--- src/rtl/alu_seq.sv ---
// alu_seq: multi-cycle ALU for the execute stage with a start/done handshake.
//
// Operations (gin): 010 ADD, 110 SUB, 111 SLT (signed), 000 AND, 001 OR,
// 101 SLL, 100 SRL (logical), 011 MUL (iterative, only with ALU_MUL_EN).
// ADD/SUB/SLT/AND/OR complete in one cycle. Shifts take amt+1 cycles.
// MUL takes WIDTH+1 cycles. Without ALU_MUL_EN, code 011 is illegal:
// it completes in one cycle with sum=0, status=3'b100, err=1.
//
// Build option: define ALU_MUL_EN to build the shift-add multiplier and its
// 2*WIDTH accumulator.
//
// Ports:
//   clk     rising-edge clock
//   reset   synchronous, active-high reset
//   start   request; accepted only while busy=0
//   gin     3-bit ALU control, sampled at accept
//   a, b    operands, sampled at accept
//   busy    multi-cycle operation in progress
//   done    one-cycle pulse; sum/status/err valid
//   sum     registered result, held until the next done
//   status  {zero, negative, overflow}, held with sum
//   err     illegal op on the last completed operation, held with sum
module alu_seq #(
    parameter int unsigned WIDTH = 32
) (
    input  logic             clk,
    input  logic             reset,
    input  logic             start,
    input  logic [2:0]       gin,
    input  logic [WIDTH-1:0] a,
    input  logic [WIDTH-1:0] b,
    output logic             busy,
    output logic             done,
    output logic [WIDTH-1:0] sum,
    output logic [2:0]       status,
    output logic             err
);

    localparam int unsigned SHW = $clog2(WIDTH);
    // Counter must hold WIDTH for the multiply as well as any shift amount
    localparam int unsigned CW  = SHW + 1;

    typedef enum logic [2:0] {
        OP_AND = 3'b000,
        OP_OR  = 3'b001,
        OP_ADD = 3'b010,
        OP_MUL = 3'b011,
        OP_SRL = 3'b100,
        OP_SLL = 3'b101,
        OP_SUB = 3'b110,
        OP_SLT = 3'b111
    } op_e;

    typedef enum logic {
        ST_IDLE = 1'b0,
        ST_RUN  = 1'b1
    } state_e;

    state_e            state_q, state_d;
    op_e               op_q, op_d;
    logic [WIDTH-1:0]  acc_q, acc_d;
    logic [CW-1:0]     cnt_q, cnt_d;

    logic [WIDTH-1:0]  sum_d;
    logic [2:0]        status_d;
    logic              err_d;
    logic              busy_d;
    logic              done_d;

    // Single-cycle datapath, evaluated on the live operands at accept
    logic [WIDTH-1:0]  add_res;
    logic [WIDTH-1:0]  sub_res;
    logic              ovf_add;
    logic              ovf_sub;
    logic              slt_bit;
    logic [SHW-1:0]    amt;
    logic [WIDTH-1:0]  shift_step;
    logic              is_mul;

    // Completion bundle gathered by the next-state logic
    logic [WIDTH-1:0]  res;
    logic              ovf;
    logic              fin;
    logic              ill;

    assign add_res    = a + b;
    assign sub_res    = a - b;
    assign ovf_add    = (a[WIDTH-1] == b[WIDTH-1]) && (add_res[WIDTH-1] != a[WIDTH-1]);
    assign ovf_sub    = (a[WIDTH-1] != b[WIDTH-1]) && (sub_res[WIDTH-1] != a[WIDTH-1]);
    assign slt_bit    = sub_res[WIDTH-1] ^ ovf_sub;
    assign amt        = b[SHW-1:0];
    assign shift_step = (op_q == OP_SLL) ? (acc_q << 1) : (acc_q >> 1);

`ifdef ALU_MUL_EN
    logic [2*WIDTH-1:0] prod_q, prod_d;
    logic [WIDTH:0]     mul_hi;
    logic [2*WIDTH-1:0] mul_step;

    // One shift-add iteration: add multiplicand into the high half when the
    // current multiplier bit (prod lsb) is set, then shift the pair right.
    assign mul_hi   = {1'b0, prod_q[2*WIDTH-1:WIDTH]} + (prod_q[0] ? {1'b0, acc_q} : '0);
    assign mul_step = {mul_hi, prod_q[WIDTH-1:1]};
    assign is_mul   = (op_q == OP_MUL);
`else
    assign is_mul   = 1'b0;
`endif

    // Next-state and completion logic
    always_comb begin
        state_d  = state_q;
        op_d     = op_q;
        acc_d    = acc_q;
        cnt_d    = cnt_q;
        sum_d    = sum;
        status_d = status;
        err_d    = err;
        done_d   = 1'b0;
        busy_d   = 1'b0;
        res      = '0;
        ovf      = 1'b0;
        fin      = 1'b0;
        ill      = 1'b0;
`ifdef ALU_MUL_EN
        prod_d   = prod_q;
`endif

        case (state_q)
            ST_IDLE: begin
                if (start) begin
                    op_d  = op_e'(gin);
                    acc_d = a;
                    case (op_e'(gin))
                        OP_ADD: begin
                            fin = 1'b1;
                            res = add_res;
                            ovf = ovf_add;
                        end
                        OP_SUB: begin
                            fin = 1'b1;
                            res = sub_res;
                            ovf = ovf_sub;
                        end
                        OP_SLT: begin
                            fin = 1'b1;
                            res = WIDTH'(slt_bit);
                        end
                        OP_AND: begin
                            fin = 1'b1;
                            res = a & b;
                        end
                        OP_OR: begin
                            fin = 1'b1;
                            res = a | b;
                        end
                        OP_SLL, OP_SRL: begin
                            if (amt == '0) begin
                                fin = 1'b1;
                                res = a;
                            end else begin
                                cnt_d   = CW'(amt);
                                state_d = ST_RUN;
                            end
                        end
                        OP_MUL: begin
`ifdef ALU_MUL_EN
                            prod_d  = {{WIDTH{1'b0}}, b};
                            cnt_d   = CW'(WIDTH);
                            state_d = ST_RUN;
`else
                            fin = 1'b1;
                            ill = 1'b1;
`endif
                        end
                    endcase
                end
            end

            ST_RUN: begin
                cnt_d = cnt_q - CW'(1);
                if (is_mul) begin
`ifdef ALU_MUL_EN
                    prod_d = mul_step;
                    if (cnt_q == CW'(1)) begin
                        fin = 1'b1;
                        res = mul_step[WIDTH-1:0];
                        ovf = |mul_step[2*WIDTH-1:WIDTH];
                    end
`endif
                end else begin
                    acc_d = shift_step;
                    if (cnt_q == CW'(1)) begin
                        fin = 1'b1;
                        res = shift_step;
                    end
                end
            end
        endcase

        // Status derives from the final result; an illegal op leaves res=0
        if (fin) begin
            state_d  = ST_IDLE;
            sum_d    = res;
            status_d = {(res == '0), res[WIDTH-1], ovf};
            err_d    = ill;
            done_d   = 1'b1;
        end

        busy_d = (state_d == ST_RUN);
    end

    // State and output registers
    always_ff @(posedge clk) begin
        if (reset) begin
            state_q <= ST_IDLE;
            op_q    <= OP_AND;
            acc_q   <= '0;
            cnt_q   <= '0;
            sum     <= '0;
            status  <= 3'b000;
            err     <= 1'b0;
            busy    <= 1'b0;
            done    <= 1'b0;
`ifdef ALU_MUL_EN
            prod_q  <= '0;
`endif
        end else begin
            state_q <= state_d;
            op_q    <= op_d;
            acc_q   <= acc_d;
            cnt_q   <= cnt_d;
            sum     <= sum_d;
            status  <= status_d;
            err     <= err_d;
            busy    <= busy_d;
            done    <= done_d;
`ifdef ALU_MUL_EN
            prod_q  <= prod_d;
`endif
        end
    end

endmodule

--- config.mk ---
export PLATFORM = sky130hd
export DESIGN_NAME = alu_seq
export DESIGN_NICKNAME = d
export VERILOG_FILES = /design/src/rtl/alu_seq.sv
export SDC_FILE = /design/constraint.sdc
export NUM_CORES = 1
export LEC_CHECK = 0
export ABC_CLOCK_PERIOD_IN_PS = 5000
export BUFFER_PORTS_ARGS = -buffer_cell sky130_fd_sc_hd__buf_4
export CAP_MARGIN = 25
export CORE_UTILIZATION = 51
export CTS_BUF_LIST = sky130_fd_sc_hd__clkbuf_2 sky130_fd_sc_hd__clkbuf_4 sky130_fd_sc_hd__clkbuf_8
export CTS_CLUSTER_DIAMETER = 200
export DETAILED_ROUTE_END_ITERATION = 16
export GPL_TIMING_DRIVEN = 0
export HOLD_SLACK_MARGIN = 0.12
export MAX_ROUTING_LAYER = met4
export PLACE_DENSITY = 0.71
export SLEW_MARGIN = 15
export SYNTH_ARGS = -nofsm -noshare
export SYNTH_HDL_FRONTEND = slang
export SYNTH_SLANG_ARGS = --single-unit
export TNS_END_PERCENT = 50
--- constraint.sdc ---
create_clock -name clk -period 5 [get_ports clk]
set_clock_uncertainty 0.05 [all_clocks]
set_input_delay 0.25 -clock clk [delete_from_list [all_inputs] [get_ports clk]]
set_output_delay 0.25 -clock clk [all_outputs]
set_load 0.005 [all_outputs]
Word level (Yosys, flattened, before mapping)
Cells that the tools add are included.
{ "classes": {"n_bitwise": 4, "add_sub_neg": 3, "n_shift": 0, "n_mul": 0, "muxes": 28, "magnitude_cmp": 0, "n_eq_ne": 16, "n_div": 0, "n_reduce_logical": 10} }
{ "ops": {"columns": ["operator", "count"], "rows": [
  ["32-bit case mux with 6 select lines", 1],
  ["32-bit 2-to-1 mux", 5],
  ["32-bit case mux with 2 select lines", 2],
  ["32-bit adder", 1],
  ["32-bit bitwise AND", 1],
  ["32-bit logical NOT", 1],
  ["32-bit OR", 1],
  ["32-bit subtractor", 1],
  ["6-bit 2-to-1 mux", 3],
  ["3-bit == test (second input constant)", 5],
  ["1-bit 2-to-1 mux", 13],
  ["6-bit case mux with 2 select lines", 1],
  ["3-bit by 2-bit == test with 1-bit output (second input constant)", 2],
  ["6-bit by 1-bit == test with 1-bit output (second input constant)", 1],
  ["1-bit case mux with 2 select lines", 3],
  ["6-bit OR reduction", 1],
  ["6-bit by 1-bit subtractor with 6-bit output (second input constant)", 1],
  ["5-bit logical NOT", 1],
  ["2-bit inequality test (second input constant)", 2],
  ["2-bit OR reduction", 2],
  ["3-bit by 1-bit == test with 1-bit output (second input constant)", 1],
  ["3-bit logical NOT", 1],
  ["1-bit inequality test", 3],
  ["3-bit AND reduction", 1],
  ["other kinds (6)", 7]
]} }
{ "word_totals": {"input_bits": 70, "mem_bits_rw": 0, "romBits": 0, "wordCells": 69, "ff_bits": 79, "out_inout_bits": 38, "mem_count": 0, "latch_bits": 0} }

Longest topological paths before layout
{ "logic_depth": {"depth_word": 8, "depth_mapped": 24, "mapped_depth_nobuf": 23} }

Worst setup path after synthesis
OpenSTA, ideal clock, no wires.
{ "synth_timing": {"path_kind": "input-to-reg", "startpoint": "input port b[2]", "endpoint": "register status[2]", "n_path_buf": 1, "t_arrival_ps": 4393, "setup_ps": 60, "path_stages": 24, "required_ps": 4890, "slack_ps": 497, "cell_sequence": "inv_1 ha_1 buf_2 nor3_1 nor3_1 o211ai_1 a32oi_1 nand3_1 a31oi_1 o21ai_0 a21oi_1 nor2_1 nor2_1 fa_1 nand3_1 o21ai_0 a221oi_1 o22ai_1 nor4_1 nand4_1 or4b_1 nor4b_2 and4b_1 a32o_1"} }
{ "synth_between": {"elab_chain_len": 8, "word_cells_on_any_way": 17, "classes_between": "add/sub: 2; eq/ne: 1; mux: 8; bitwise: 3; reduce/logical: 3"} }
{ "synth_rtl": {"columns": ["item", "line", "text"], "rows": [
  ["from (decl)", "31", "input logic [WIDTH-1:0] b,"],
  ["32-bit subtractor", "87", "assign sub_res = a - b;"],
  ["1-bit inequality test", "89", "assign ovf_sub = (a[WIDTH-1] != b[WIDTH-1]) && (sub_res[WIDTH-1] != a[WIDTH-1]);"],
  ["1-bit logical AND", "89", null],
  ["1-bit XOR", "90", "assign slt_bit = sub_res[WIDTH-1] ^ ovf_sub;"],
  ["32-bit case mux with 6 select lines", "132", "case (op_e'(gin))"],
  ["32-bit 2-to-1 mux", "129", "if (start) begin"],
  ["32-bit case mux with 2 select lines", "127", "case (state_q)"],
  ["32-bit logical NOT", "203", "status_d = {(res == '0), res[WIDTH-1], ovf};"],
  ["to (signal assigned)", "232", "status <= status_d;"],
  ["to (decl)", "35", "output logic [2:0] status,"]
]} }
Several ways; a longest one is shown, not always the timed one.
A chain may end at the register's enable or synchronous reset.

Final worst setup path
{ "layout_timing": {"startpoint": "input port b[3]", "endpoint": "register status[2]"} }
Same word-level chain as after synthesis.

==> results.yml <==
outcome:
  status: "completed"
power_and_ir_drop:
  pwr-share-clk_pct: 25.2
  power.density_nw_per_um2: 207.9
  seqPwrFrac_pct: 30.6
  power_frac_comb_pct: 44.3
  p_switching_w: 0.0008911
  intPower_w: 0.001338
  switching_share_pct: 39.98
  vdd_drop_max_mv: 0.2166
  p_leak_nw: 4.651
hold_path:
  hold_path.class: "input pin to flip-flop"
setup_path:
  start_kind: "input pin"
  path_class: "input pin to flip-flop"
  r2r_start: "op_q[1]"
  worstSetupEndpointType: "flip-flop"
  r2r_end: "status[2]"
  ff2ff_setup_slack_ns: 0.47
  cp.required_ns: 5.25
  crit_fanout: 8
  rr_worst_depth: 12
  crit_start: "b[3]"
  crit_end: "status[2]"
  cp.arrival_ns: 5.12
clock_tree:
  worstSkewPairLatency_ns: 0.36
  ctsHoldBuffers: 0
  cts_root_buffer: "clkbuf_8"
  ctsHtreeMaxLevel: 3
  clockBufferDepth: 2
  cts_tree: "yes"
  cts_sinks: 78
  path_clk_slew_ns: 0.08
  cts_inserted_buffers: 9
synthesis:
  synth-seq-cells: 78
  synth_compound_area_share_pct: 34.72
  synth-simple-area-share_pct: 18.29
  synth.area.top_cells: "dfxtp_1 17%, ha_1 15%, a211oi_1 6.9%"
  synth_area_per_cell_um2: 7.430
  synth_edf_count: 0
  synthAdderAreaFrac_pct: 15.26
  synthFlopType: "dfxtp_1"
  synth.top_cell.area_share_pct: 17.03
  syn-cell-area_um2: 9169
  ys_types: 82
  ys_async_sr_fraction_pct: 0
  syn_inst: 1234
  synth.area.mux_share_pct: 4.258
  synth_top_area_cell: "dfxtp_1"
  yosysWarningCount: 0
  seq_area_frac_synth_pct: 17.03
  synth_xor_area_share_pct: 2.579
  synth_top_family_by_area: "compound AO/OA/AOI/OAI gates"
  syn_nets: 1414
timing:
  period_needed_ns: 4.865
  slew_viol_final: 0
  period_share_pct: 97.30
  setup-tns-final_ns: 0
  fmax_mhz: 205.6
  holdWs_ns: 0.1879
  hold_viol_final: 0
  worstMarginPinSlew_ns: 1.010
  setup_violations: 0
  slew_headroom_pct: 32.42
floorplanning:
  initial_utilization_pct: 52.64
  fp.dieH_um: 136.1
  die_x_um: 136.1
  dieArea_um2: 18520
  design.core.area_um2: 17420
  io_pins: 108
  rows: 48
layout:
  nets: 1531
  multiInputGateArea_um2: 7103
  fillers: 1682
  register_area_um2: 1562
  drive_gt1_share_pct: 14.26
  final_cell_area_um2: 10720
  antenna_cells: 0
  area_growth_pct: 16.93
drt:
  drc: 0
  avgViaCountPerCell: 6.689
  vias: 10560
  wl_um: 37690
  drt-initial-drc-count: 1178
  ant_nets: 0
  dr.pass1.iters: 5
  post_drt_wl_per_cell_um: 23.89
global_routing:
  grt_pass1_wl_um: 56990
  grt_max_degree: 13
  grt_usage_pct: 41.72
  antenna_found_initial: 0
  first_global_vias: 9814
  overflow: 0
placed_design:
  dpl_cell_area_um2: 10250
  place.gp.congestion: 1.034
  hpwlAfterDp_um: 29880
  numPortBuffers: 104
job:
  cap_violations: 0
## worst max-delay path: stages
cell      delay [ns]
buf_4           0.13
inv_2           0.11
ha_1            0.24
buf_2           0.19
nor2_4          0.18
nand2_1         0.08
o211ai_1        0.18
buf_4           0.18
a32oi_4         0.14
nand3_2         0.16
a31oi_4         0.11
o21ai_1         0.16
a21oi_1         0.09
nor2_1          0.09
nor2_1          0.09
fa_1            0.37
nand3_1         0.09
o21ai_1         0.10
a221oi_2        0.28
o22ai_2         0.13
nor4_4          0.33
nand4_1         0.15
or4b_4          0.60
nor4b_4         0.26
and4b_1         0.24
a32o_1          0.16
## worst min-delay path by stage
| stage | startpoint | endpoint | slack, ns | depth (start not counted) |
|---|---|---|---|---|
| final | b[0] | cnt_q[0] | 0.19 | 3 |
| after global routing | b[2] | cnt_q[2] | 0.18 | 3 |
| after CTS | b[0] | cnt_q[0] | 0.18 | 3 |
| after detailed placement | op_q[1] | op_q[1] | 0.39 | 2 |
| after global placement | sum[25] | sum[25] | 0.39 | 2 |
| after floorplan | b[0] | cnt_q[0] | 0.36 | 2 |
## stage by stage
stage,power [W],instances,utilization [%],setup WS [ns]
finish,0.002229,1578,61.56,0.1350
global route,0.002326,1578,61.56,-0.07021
CTS,0.002156,1580,60.50,0.01846
detailed placement,0.001602,1566,58.84,-0.8939
global placement,0.001594,1563,58.74,-0.9187
floorplan,0.001273,1234,-,0.4968
## cell type report
class / instances / area share [%]
Multi-Input combinational cell: 971 / 66.25
Sequential cell: 78 / 14.56
Timing Repair Buffer: 115 / 7.982
Inverter: 100 / 3.536
Buffer: 76 / 2.964
Tap cell: 225 / 2.626
Clock buffer: 9 / 1.155
Clock inverter: 4 / 0.9219
## layer usage
| metal | global-route usage, % | wire [um] | vias up |
|---|---|---|---|
| met5 | - | 0 | - |
| met4 | 13.77 | 1406 | 0 |
| met3 | 6.376 | 4101 | 116 |
| met2 | 62.38 | 16110 | 670 |
| met1 | 56.89 | 16070 | 4948 |
| li1 | - | - | 4821 |
## synth_stat cells, types with 26 or more instances
cell        n
nor3_1     26
ha_1      107
dfxtp_1    78
o21ai_0    59
inv_1      98
a21oi_1    90
a211oi_1   84
nor2_1    103
mux2i_1    39
nand2_1    69
nor2b_1    44
clkbuf_1   60
## power by group through the flow
| stage | logic [W] | clock network [W] | registers (W) |
|---|---|---|---|
| finish | 0.000987 | 0.000561 | 0.000681 |
| global placement | 0.000900 | 0 | 0.000694 |
| floorplan | 0.000584 | 0 | 0.000689 |
| CTS | 0.000924 | 0.000552 | 0.000680 |
| detailed placement | 0.000907 | 0 | 0.000694 |
| global route | 0.00106 | 0.000585 | 0.000685 |
## kinds of logic after synthesis
family                   after synthesis
adder cells (fa/ha/maj)              110
AO/OA/AOI/OAI                        458
XOR/XNOR                              27
multiplexers                          39
buffers and inverters                185
AND/OR/NAND/NOR                      337
flip-flops                            78
## state kept, by name, summed over array words and instances, names as in the netlist
register	flops
done	1
sum	31
err	1
acc_q	32
state_q	1
op_q	3
status	3
cnt_q	6
## layout by cell type (no fill, tap or decap), drive strengths merged, types with 39 or more instances in the layout
cell	instances
o21ai	60
ha	107
a211oi	85
buf	141
nand2	69
nor2b	44
clkbuf	59
a21oi	90
mux2i	39
nor2	103
dfxtp	78
inv	97
## repair_timing
action | in CTS | in global routing
pin swaps | 3 | 12
gates cloned | 0 | 0
setup endpoints to repair | 1 | 1
gates resized for setup | 9 | 46
buffers inserted | 2 | 5
(Power assumes the default switching activity.)
